$ cat src/rtl/collision_event_manager.sv
// ---------------------------------------------------------------------------
// collision_event_manager
//
// Purpose:
//   Converts the per-pixel collision flags produced by game_controller into
//   frame-level game events. At most one shot hit and one tower hit are
//   recognised per frame. Tracks tower health, a short immunity window after
//   each damaging hit, the player score, and the PLAY / GAME_OVER state.
//
// Parameters:
//   MAX_HEALTH     tower health after reset or restart (1..15)
//   INVULN_FRAMES  frames of immunity after a damaging hit (0 = no immunity)
//   SCORE_STEP     score increment per shot hit (binary score only)
//   SCORE_W        score width (multiple of 4 when the BCD score is built)
//
// Build option:
//   SCORE_BCD_EN   when defined, score is packed BCD (digit 0 in [3:0]),
//                  each shot hit adds 1 with decimal carry and the score
//                  saturates at all-9s. When undefined, score is binary,
//                  adds SCORE_STEP and saturates at 2**SCORE_W-1.
//
// Ports:
//   clk                    in   system clock, all logic on its rising edge
//   resetN                 in   synchronous active-low reset
//   startOfFrame           in   one-cycle pulse at the start of each frame
//   ShotBoxCollision       in   per-pixel shot/tower overlap
//   TowerEnemyHUCollision  in   per-pixel enemy/tower overlap
//   restart                in   level request, honoured only in GAME_OVER
//   shot_hit_pulse         out  one-cycle pulse for the first shot hit of a frame
//   tower_hit_pulse        out  one-cycle pulse for a damaging tower hit
//   tower_health           out  remaining tower health
//   invulnerable           out  high while immunity frames are running
//   score                  out  accumulated score
//   game_over              out  high while in GAME_OVER
// ---------------------------------------------------------------------------
module collision_event_manager #(
  parameter int MAX_HEALTH    = 5,
  parameter int INVULN_FRAMES = 30,
  parameter int SCORE_STEP    = 10,
  parameter int SCORE_W       = 16
) (
  input  logic               clk,
  input  logic               resetN,
  input  logic               startOfFrame,
  input  logic               ShotBoxCollision,
  input  logic               TowerEnemyHUCollision,
  input  logic               restart,
  output logic               shot_hit_pulse,
  output logic               tower_hit_pulse,
  output logic [3:0]         tower_health,
  output logic               invulnerable,
  output logic [SCORE_W-1:0] score,
  output logic               game_over
);

  // Immunity counter must hold INVULN_FRAMES; keep at least one bit so the
  // INVULN_FRAMES == 0 build still has a legal (unused) register.
  localparam int CNT_W = (INVULN_FRAMES > 0) ? $clog2(INVULN_FRAMES + 1) : 1;

  localparam logic [3:0]       HEALTH_INIT = 4'(MAX_HEALTH);
  localparam logic [CNT_W-1:0] CNT_LOAD    = CNT_W'(INVULN_FRAMES);

  typedef enum logic [0:0] {
    S_PLAY      = 1'b0,
    S_GAME_OVER = 1'b1
  } state_e;

  // -------------------------------------------------------------------------
  // State registers and their next-state values
  // -------------------------------------------------------------------------
  state_e             state_q,       state_d;
  logic               shot_seen_q,   shot_seen_d;
  logic               tower_seen_q,  tower_seen_d;
  logic               shot_pulse_q,  shot_pulse_d;
  logic               tower_pulse_q, tower_pulse_d;
  logic [3:0]         health_q,      health_d;
  logic               invuln_q,      invuln_d;
  logic [CNT_W-1:0]   cnt_q,         cnt_d;
  logic [SCORE_W-1:0] score_q,       score_d;

  // A collision coincident with startOfFrame belongs to the new frame, so the
  // frame flags are treated as already cleared in that cycle.
  logic shot_seen_eff;
  logic tower_seen_eff;
  logic shot_hit;
  logic tower_hit;

  assign shot_seen_eff  = startOfFrame ? 1'b0 : shot_seen_q;
  assign tower_seen_eff = startOfFrame ? 1'b0 : tower_seen_q;
  assign shot_hit       = ShotBoxCollision      && !shot_seen_eff;
  assign tower_hit      = TowerEnemyHUCollision && !tower_seen_eff;

  // -------------------------------------------------------------------------
  // Score increment with saturation
  // -------------------------------------------------------------------------
`ifdef SCORE_BCD_EN
  // Packed-BCD +1: ripple the carry through the digits; an all-9s score is
  // held rather than wrapping to zero.
  function automatic logic [SCORE_W-1:0] score_inc(input logic [SCORE_W-1:0] cur);
    logic [SCORE_W-1:0] nxt;
    logic               carry;
    logic               all_nines;
    nxt       = cur;
    carry     = 1'b1;
    all_nines = 1'b1;
    for (int i = 0; i < SCORE_W / 4; i++) begin
      if (cur[4*i +: 4] != 4'd9) all_nines = 1'b0;
      if (carry) begin
        if (cur[4*i +: 4] >= 4'd9) begin
          nxt[4*i +: 4] = 4'd0;
        end else begin
          nxt[4*i +: 4] = cur[4*i +: 4] + 4'd1;
          carry         = 1'b0;
        end
      end
    end
    return all_nines ? cur : nxt;
  endfunction
`else
  localparam logic [SCORE_W:0] STEP_EXT  = (SCORE_W + 1)'(SCORE_STEP);
  localparam logic [SCORE_W:0] SCORE_MAX = {1'b0, {SCORE_W{1'b1}}};

  // Binary add one bit wider than the score so overflow is visible, then
  // clamp to the all-ones maximum.
  function automatic logic [SCORE_W-1:0] score_inc(input logic [SCORE_W-1:0] cur);
    logic [SCORE_W:0] sum;
    sum = {1'b0, cur} + STEP_EXT;
    if (sum > SCORE_MAX) sum = SCORE_MAX;
    return sum[SCORE_W-1:0];
  endfunction
`endif

  // -------------------------------------------------------------------------
  // Next-state logic
  // -------------------------------------------------------------------------
  always_comb begin
    // NOTE: every signal written here gets a default first, so no path can
    // leave a value unassigned and infer a latch.
    state_d       = state_q;
    shot_seen_d   = shot_seen_eff;
    tower_seen_d  = tower_seen_eff;
    shot_pulse_d  = 1'b0;
    tower_pulse_d = 1'b0;
    health_d      = health_q;
    invuln_d      = invuln_q;
    cnt_d         = cnt_q;
    score_d       = score_q;

    // Immunity countdown runs on frame boundaries; immunity ends on the edge
    // where the counter reaches zero.
    if (startOfFrame && (cnt_q != '0)) begin
      cnt_d = cnt_q - 1'b1;
      if (cnt_q == CNT_W'(1)) invuln_d = 1'b0;
    end

    unique case (state_q)
      S_PLAY: begin
        if (shot_hit) begin
          shot_seen_d  = 1'b1;
          shot_pulse_d = 1'b1;
          score_d      = score_inc(score_q);
        end

        if (tower_hit) begin
          // The flag is set even when immune, so one contact still counts as
          // the frame's only tower event.
          tower_seen_d = 1'b1;
          if (!invuln_q) begin
            tower_pulse_d = 1'b1;
            if (health_q != 4'd0) health_d = health_q - 4'd1;
            if (INVULN_FRAMES > 0) begin
              invuln_d = 1'b1;
              cnt_d    = CNT_LOAD;
            end
            // Health reaching zero ends the game on the same edge; the hit
            // pulse for that final blow is still delivered.
            if (health_q <= 4'd1) state_d = S_GAME_OVER;
          end
        end
      end

      S_GAME_OVER: begin
        // Collisions are ignored here; only restart leaves this state.
        if (restart) begin
          state_d      = S_PLAY;
          health_d     = HEALTH_INIT;
          score_d      = '0;
          shot_seen_d  = 1'b0;
          tower_seen_d = 1'b0;
          invuln_d     = 1'b0;
          cnt_d        = '0;
        end
      end

      default: state_d = S_PLAY;
    endcase
  end

  // -------------------------------------------------------------------------
  // Registers (synchronous active-low reset, reset has top priority)
  // -------------------------------------------------------------------------
  always_ff @(posedge clk) begin
    // NOTE: sequential state uses non-blocking assignments so every register
    // samples the pre-edge values regardless of statement order.
    if (!resetN) begin
      state_q       <= S_PLAY;
      shot_seen_q   <= 1'b0;
      tower_seen_q  <= 1'b0;
      shot_pulse_q  <= 1'b0;
      tower_pulse_q <= 1'b0;
      health_q      <= HEALTH_INIT;
      invuln_q      <= 1'b0;
      cnt_q         <= '0;
      score_q       <= '0;
    end else begin
      state_q       <= state_d;
      shot_seen_q   <= shot_seen_d;
      tower_seen_q  <= tower_seen_d;
      shot_pulse_q  <= shot_pulse_d;
      tower_pulse_q <= tower_pulse_d;
      health_q      <= health_d;
      invuln_q      <= invuln_d;
      cnt_q         <= cnt_d;
      score_q       <= score_d;
    end
  end

  // -------------------------------------------------------------------------
  // Outputs, all taken directly from registers
  // -------------------------------------------------------------------------
  assign shot_hit_pulse  = shot_pulse_q;
  assign tower_hit_pulse = tower_pulse_q;
  assign tower_health    = health_q;
  assign invulnerable    = invuln_q;
  assign score           = score_q;
  assign game_over       = (state_q == S_GAME_OVER);

endmodule

$ cat config.mk
export PLATFORM = sky130hd
export DESIGN_NAME = collision_event_manager
export DESIGN_NICKNAME = d
export VERILOG_FILES = /design/src/rtl/collision_event_manager.sv
export SDC_FILE = /design/constraint.sdc
export NUM_CORES = 1
export LEC_CHECK = 0
export ABC_AREA = 1
export CAP_MARGIN = 20
export CELL_PAD_IN_SITES_DETAIL_PLACEMENT = 1
export CELL_PAD_IN_SITES_GLOBAL_PLACEMENT = 1
export CORE_ASPECT_RATIO = 0.5
export CORE_UTILIZATION = 30
export DETAILED_ROUTE_END_ITERATION = 7
export PLACE_DENSITY_LB_ADDON = 0.1
export SLEW_MARGIN = 40
export SYNTH_ARGS = -nofsm -noshare
export SYNTH_HDL_FRONTEND = slang
export SYNTH_SLANG_ARGS = --single-unit
$ cat constraint.sdc
create_clock -name clk -period 4.76 [get_ports clk]
set_input_delay 0.952 -clock clk [delete_from_list [all_inputs] [get_ports clk]]
set_output_delay 0.952 -clock clk [all_outputs]
set_load 0.005 [all_outputs]
Yosys cells after proc, flatten, opt, wreduce, memory -nomap -nowiden
Cells that the tools add are included.
- flip-flop bits (word level): 31
- memory bits (writable): 0
- bits in read-only memories: 0
- memories kept: 0
- word-level logic and storage cells: 69
- bits in latches: 0
- add/subtract/negate cells: 3
- shift operators: 0
- magnitude comparators: 2
- multiply operators: 0
- bitwise operators: 3
- div/mod/pow operators: 0
- mux-type cells: 35
- reductions and logical operators: 11
- equal/unequal tests: 6
- operator list (kind ; number):
    16-bit two-way mux ; 3
    16-bit one-hot mux with 2 select lines ; 1
    5-bit two-way mux ; 4
    16-bit by 4-bit adder with 17-bit output (second input constant) ; 1
    17-bit by 16-bit greater-than comparator with 1-bit output (second input constant) ; 1
    1-bit two-way mux ; 17
    4-bit two-way mux ; 4
    2-bit != test (second input constant) ; 5
    5-bit one-hot mux with 2 select lines ; 1
    1-bit one-hot mux with 2 select lines ; 4
    4-bit one-hot mux with 2 select lines ; 1
    5-bit by 1-bit == test with 1-bit output (second input constant) ; 1
    5-bit nonzero test ; 1
    5-bit by 1-bit subtractor with 5-bit output (second input constant) ; 1
    4-bit by 1-bit <= comparator with 1-bit output (second input constant) ; 1
    4-bit AND reduction ; 1
    4-bit nonzero test ; 1
    4-bit by 1-bit subtractor with 4-bit output (second input constant) ; 1
    1-bit logical AND ; 3
    1-bit NOT ; 3
    3-bit OR reduction ; 1
    1-bit zero test ; 2
    2-bit AND reduction ; 1
    2-bit OR reduction ; 1

Logic depth before layout (Yosys ltp)
Gate-level depths: netlist (run 1).
- depth in word-level cells: 6
- mapped depth: 16
- depth with buffers taken out: 15

Worst setup path before layout (run 1)
Ideal clock, no wire load.
- path type: input -> register
- start point: in startOfFrame
- end point: reg score_q[3] (netlist: score[3])
- required time: 4.686 ns
- setup slack: 2.846 ns
- stages on the path: 7
- buffers on the path: 0
- arrival: 1.840 ns
- path through: inv_1 -> a21oi_1 -> nor2_1 -> inv_1 -> nor2_1 -> inv_1 -> o21ai_0
- cells in the longest elaborated chain, start to end: 5
- ends and longest elaborated chain (what ; line ; source):
    start, declared ; 44 ; input logic startOfFrame,
    1-bit two-way mux ; 88 ; assign shot_seen_eff = startOfFrame ? 1'b0 : shot_seen_q;
    1-bit zero test ; 90 ; assign shot_hit = ShotBoxCollision && !shot_seen_eff;
    1-bit logical AND ; 90 ;
    2-bit != test (no source line) ; -- ;
    2-bit AND reduction (no source line) ; -- ;
    end signal, assigned ; 224 ; score_q <= score_d;
    end, declared ; 79 ; logic [SCORE_W-1:0] score_q, score_d;
No other way between the ends.
A chain may end at the register's enable or synchronous reset.

Worst setup path in the final report (run 1)
- start point: in startOfFrame
- end point: reg score_q[6] (netlist: score[6])
Same word-level chain as after synthesis.

==> results of run 1 <==
[area by class of cell]
class	count	area, sq um	area share (%)
repair buffers	29	290.3	12.79
inverters	38	142.6	6.284
clock buffers	6	138.9	6.119
multi-input cells	189	950.9	41.90
clock inverters	2	35.03	1.544
well taps	73	91.34	4.024
flip-flops and latches	31	620.6	27.34
[flip-flops by register name, summed over array words and instances (netlist names)]
name / count
score: 16
cnt_q: 5
tower_health: 4
game_over: 1
invulnerable: 1
shot_hit_pulse: 1
shot_seen_q: 1
tower_hit_pulse: 1
tower_seen_q: 1
[power by group through the flow]
stage               registers, mW  logic [mW]  clock network [mW]
floorplan                   0.296      0.0626                   0
global placement            0.298       0.100                   0
detailed placement          0.298       0.103                   0
CTS                         0.293       0.103               0.378
global route                0.296       0.116               0.393
finish                      0.293       0.101               0.372
[worst paths after layout]
kind	start	to	cells past startpoint
max	startOfFrame	score[6]$_SDFFE_PN0P_	8
min reg2reg	cnt_q[4]$_SDFF_PN0_	cnt_q[4]$_SDFF_PN0_	2
min	cnt_q[4]$_SDFF_PN0_	cnt_q[4]$_SDFF_PN0_	2
max reg2reg	score[1]$_SDFFE_PN0P_	score[3]$_SDFFE_PN0P_	14
[worst max-delay path, cell delays in order]
cell and delay, ns:
clkdlybuf4s50_1 0.50, inv_1 0.08, a21oi_1 0.34, nor2_1 0.16
inv_1 0.12, nor2_1 0.09, inv_1 0.27, o21ai_0 0.12
[cell usage after synthesis]
| cell type | instances |
|---|---|
| o211ai_1 | 2 |
| nand3_1 | 17 |
| nor4_1 | 2 |
| inv_2 | 3 |
| a21oi_2 | 1 |
| nor2_4 | 2 |
| xnor2_1 | 2 |
| a21oi_1 | 8 |
| a31o_2 | 1 |
| o21ai_1 | 17 |
| o21ai_0 | 5 |
| buf_2 | 2 |
| nor2_2 | 4 |
| o31ai_1 | 3 |
| xor2_1 | 1 |
| inv_1 | 33 |
| nor2_1 | 22 |
| ha_1 | 7 |
| clkinv_1 | 2 |
| nand2_1 | 79 |
| o32ai_1 | 1 |
| buf_6 | 1 |
| nand2_2 | 5 |
| nand4_1 | 6 |
| nand3b_1 | 4 |
| dfxtp_1 | 31 |
[metrics by stage]
step | setup slack (ns) | util, % | hold WS, ns | area, sq um | cells
6_report | 2.268 | 40.98 | 0.4765 | 2270 | 368
5_1_grt | 2.007 | 40.98 | 0.5071 | 2270 | 368
4_1_cts | 2.252 | 40.98 | 0.4746 | 2270 | 368
3_5_place_dp | 1.952 | 37.84 | 0.4657 | 2096 | 360
3_3_place_gp | 2.058 | 37.84 | 0.4668 | 2096 | 360
2_1_floorplan | 2.846 | - | 0.4391 | 1735 | 261
[layer usage]
layer	part of all wire [%]	global-route usage (%)	vias to the layer above	wire (um)
met1	52	24.44	841	2568
li1	-	-	903	-
met5	0	0	-	0
met4	0.59	2.857	0	29
met2	44	28.48	20	2173
met3	2.5	4.215	5	121
[cell families after synthesis]
logic type / Yosys count / synth area share [%]
DFF: 31 / 35.76
adders and majority gates: 7 / 5.047
buffers and inverters: 41 / 9.445
AOI/OAI and AO/OA: 38 / 12.33
and+or+nand+nor: 141 / 35.90
xor gates and xnor gates: 3 / 1.514
==> results by group, run 1 <==
Setup path
  • Crit Path Max Fanout: 9
  • Setup crit start kind: input port
  • Data arrival, critical path: 2.64 ns
  • Reg2Reg Setup Slack: 2.32 ns
  • CP required: 4.91 ns
  • Critical path type: in -> reg
  • Critical Path End Type: flip-flop

Clocking
  • Clock Pin Slew Worst Setup and Hold Paths: 0.05 ns
  • Cts bufs inserted: 5
  • Post CTS Setup Buffer Count: 0
  • CTS tree: built
  • Clk sinks: 31
  • CTS max path bufs: 2
  • Root Buffer: clkbuf_16
  • Number of hold buffers added after CTS: 0
  • Worst skew pair latency: 0.27 ns
  • H-tree depth: 2
  • CTS resizes: 0

Power and ir drop
  • Peak VDD IR: 0.1526 mV
  • Net Sw Frac: 24.18%
  • Int Power: 0.5810 mW
  • Flop pwr share: 38.3%
  • Sw Pwr: 0.1852 mW
  • Lkg Pwr: 0.9597 nW
  • Total power draw: 0.7662 mW
  • Clock share of power: 48.6%
  • Power per Cell Area: 337.6 nW/um^2
  • Comb power frac: 13.2%

Global route
  • Antenna violations before repair: 0
  • Pin count of the biggest net entering global routing: 14
  • Global Route Usage Sum: 17.71%
  • Vias in the first global route: 1,720
  • First-pass GRT wire length: 8.328 mm
  • GRT overflow: 0

Timing
  • Final period util: 52.36%
  • Worst slew pin tran: 0.4876 ns
  • Clock skew: 0.005124 ns
  • Total negative slack: 0 ns
  • RSZ-0062 raised after global routing: no
  • Fin. Hold Viols: 0
  • Worst slew margin: 67.42%
  • Final setup viols: 0
  • Slew Limit Fails: 0
  • Fmax: 401.3 MHz
  • Fin crit period: 2.492 ns

Drt
  • Via count: 1,769
  • Post-DR wirelength/cell: 13.29 um
  • Antenna-violating nets left: 0
  • First DRT Iteration DRCs: 39
  • WL final: 4.892 mm
  • DRC: 0
  • Drt pass-1 iters: 4
  • Vias/cell: 4.807

Placement
  • DP Wirelength: 3.852 mm
  • Routability Congestion: 0.7666
  • Port-buffer cells: 29

Synthesis
  • Syn. warnings: 0
  • Register area share after synthesis: 35.76%
  • Cells after Synth: 261
  • Synthesized area: 1735 sq um
  • Syn_nets: 274
  • Netlist cell types: 26
  • Yosys reg bits: 31
  • Synth area leader: dfxtp_1
  • Avg Cell Area, Syn: 6.649 sq um
  • Share of the synthesized area in the top cell type: 35.76%
  • Synth top area cells: dfxtp_1 (36%), nand2_1 (17%), inv_1 (7.1%)

Die
  • Die ar.: 6111 sq um
  • Die Span X: 109.6 um
  • Io pins: 30
  • Core Area: 5539 sq um
  • Initial Util: 31.33%
  • Row cnt: 19
  • Chip height: 55.78 um

Final layout
  • Share of layout cells above drive strength 1: 8.136%
  • Commonest non-fill, non-tap cells in the layout: nand2_1 (79), inv_1 (33), dfxtp_1 (31), clkdlybuf4s50_1 (29), nor2_1 (22)
  • Most common cell after layout, fill and taps aside: nand2_1
  • Fillcell total: 722
  • Antenna Cells: 0
  • Fin nets: 307
  • Area Growth Syn to Fin: 30.79%

Job
  • Max_cap viols: 0

Run status
  • Status: completed

Hold path
  • Hold Path Class: reg -> reg
Power figures use the tool's default switching activity.
==> run 2, diff against run 1 <==
==> constraint.sdc (replaced) <==
create_clock -name clk -period 2.6 [get_ports clk]
set_input_delay 0.52 -clock clk [delete_from_list [all_inputs] [get_ports clk]]
set_output_delay 0.52 -clock clk [all_outputs]
set_load 0.005 [all_outputs]
==> run 2 against run 1 <==
- design area grew 0.11%
- wire length grew 1.7%
- clock power grew 83%
- non-clock buffer count grew 1
- clock-buffer cell count shrank 1
- clock skew shrank 0.0032 ns
- critical path depth grew 6
- final cell count grew 0.27%
- die area is the same
- total power grew 83%
- global-route usage grew 0.28 points
- setup slack lost 1.9 ns
- largest power group unchanged
==> results by group, run 2 (synthesis results as in run 1) <==
Final layout
  • Most common cell after layout, fill and taps aside: nand2_1
  • Fin nets: 308
  • Area Growth Syn to Fin: 30.93%
  • Antenna Cells: 0
  • Commonest non-fill, non-tap cells in the layout: nand2_1 (79), inv_1 (33), dfxtp_1 (31), clkdlybuf4s50_1 (29), nor2_1 (22)
  • Max FFs per register: 16
  • Final instance area: 2272 sq um
  • Share of layout cells above drive strength 1: 8.446%

Drt
  • Via count: 1,734
  • Post-DR wirelength/cell: 13.48 um
  • Drt pass-1 iters: 4
  • Antenna-violating nets left: 0
  • Vias/cell: 4.699
  • WL final: 4.974 mm
  • First DRT Iteration DRCs: 53
  • DRC: 0

Global route
  • Routing usage on met2: 27.58%
  • First-pass GRT wire length: 8.438 mm
  • Global Route Usage Sum: 17.99%
  • Met3 Usage GRT: 3.864%
  • Vias in the first global route: 1,720
  • Gr busiest metal: met2
  • Pin count of the biggest net entering global routing: 14
  • GRT overflow: 0
  • Antenna violations before repair: 0
  • Met1 Track Usage GR: 25.34%

Run status
  • Status: completed

Setup path
  • Worst R2R End: score[3]$_SDFFE_PN0P_
  • Crit-path max cell delay: 0.44 ns
  • Max stage delay cell, worst path: dfxtp_1
  • Data arrival, critical path: 2.43 ns
  • Reg2Reg Launch Point: score[1]$_SDFFE_PN0P_
  • Crit path max-delay family: simple AND/OR/NAND/NOR gates
  • Crit Path Max Fanout: 11
  • Reg2Reg Setup Slack: 0.32 ns
  • CP required: 2.76 ns
  • CP cell instances: ha_1 > inv_1 > nand2_1 > nand2_1 > nor2_2 > nand2_1 > nand2_1 > nor2_1 > nand2_1 > nor2_1 > nand2_2 > nand2_1 > o21ai_0 > o21ai_0
  • Most frequent CP cell: nand2_1
  • Critical Path End Type: flip-flop
  • Critical path type: reg -> reg
  • Worst-case reg-to-reg path depth: 14
  • WP buf/inv: 1
  • Setup crit start kind: flip-flop

Timing
  • Worst slew margin: 70.85%
  • Final setup viols: 0
  • RSZ-0062 raised after global routing: no
  • Fin crit period: 2.279 ns
  • Hold Slack: 0.4671 ns
  • Final period util: 87.64%
  • Worst slew pin tran: 0.4362 ns
  • Clock skew: 0.001942 ns
  • Fmax: 438.9 MHz
  • Total negative slack: 0 ns
  • Slew Limit Fails: 0
  • Fin. Hold Viols: 0

Die
  • Io pins: 30
  • Die Span X: 109.6 um
  • Core Area: 5539 sq um
  • Initial Util: 31.33%
  • Die ar.: 6111 sq um
  • Row cnt: 19
  • Chip height: 55.78 um

Power and ir drop
  • Lkg Pwr: 0.9614 nW
  • Peak VDD IR: 0.2534 mV
  • Power per Cell Area: 616.2 nW/um^2

Placement
  • Port-buffer cells: 29
  • Routability Congestion: 0.7691
  • Area post-placement: 2103 sq um
  • DP Wirelength: 3.738 mm

Clocking
  • Post CTS Setup Buffer Count: 0
  • Clock Pin Slew Worst Setup and Hold Paths: 0.06 ns
  • Root Buffer: clkbuf_16
  • Clk sinks: 31
  • CTS max path bufs: 2
  • H-tree depth: 2
  • Worst skew pair latency: 0.28 ns
  • Cts bufs inserted: 5
  • CTS resizes: 0
  • Number of hold buffers added after CTS: 0
  • CTS tree: built

Hold path
  • Hold Path Class: reg -> reg
  • Hold endpoint: shot_seen_q$_SDFF_PN0_
  • Worst hold start: shot_seen_q$_SDFF_PN0_
  • Hold depth: 2

Job
  • Max_cap viols: 0
[run 2: cell types whose count changed in the layout (fill, tap and decap cells not counted), sizes merged]
cell,change
buf,+1
clkbuf,-1
clkinv,+1
[run 2: where the power goes]
part	internal, mW	total (mW)	switching, mW	leakage, nW
Clock	0.451	0.679	0.227	0.0838
Sequential	0.508	0.536	0.0283	0.254
Combinational	0.0811	0.185	0.104	0.624
[run 2: per-layer routing]
| layer | part of all wire (%) | wire length [um] |
|---|---|---|
| met1 | 55 | 2733 |
| met2 | 42 | 2068 |
| met3 | 2.5 | 123 |
| met5 | 0 | 0 |
| met4 | 0.99 | 49 |
[run 2: cell type report]
class,instances,area (sq um)
Tap cell,73,91.34
Sequential cell,31,620.6
Inverter,38,142.6
Timing Repair Buffer,30,297.8
Clock inverter,3,43.79
Clock buffer,5,125.1
Fill cell,734,3267
Multi-Input combinational cell,189,950.9
[run 2: how the worst max path moves through the flow]
stage / start / endpoint / slack, ns / depth (start not counted)
2_1_floorplan: score[1]$_SDFFE_PN0P_ / score[10]$_SDFFE_PN0P_ / 0.81 / 15
6_report: score[1]$_SDFFE_PN0P_ / score[3]$_SDFFE_PN0P_ / 0.32 / 14
3_3_place_gp: startOfFrame / score[6]$_SDFFE_PN0P_ / 0.15 / 8
5_1_grt: score[1]$_SDFFE_PN0P_ / score[3]$_SDFFE_PN0P_ / 0.06 / 14
3_5_place_dp: startOfFrame / score[3]$_SDFFE_PN0P_ / 0.16 / 8
4_1_cts: score[1]$_SDFFE_PN0P_ / score[3]$_SDFFE_PN0P_ / 0.31 / 14
[run 2: worst register-to-register path: cells and delay by family (launching register included)]
family          cells  cell delay (ns)
simple gates       10             1.14
compound gates      2             0.34
buf+inv             1             0.04
flops               1             0.44
fa+ha+maj           1             0.21
[run 2: metrics by stage]
step,instances,util (%),power (mW),setup slack [ns]
2_1_floorplan,261,-,0.6559,0.8063
3_3_place_gp,361,37.97,0.7282,0.1460
3_5_place_dp,361,37.97,0.7324,0.1584
4_1_cts,369,41.02,1.418,0.3104
5_1_grt,369,41.02,1.473,0.05815
6_report,369,41.02,1.400,0.3213
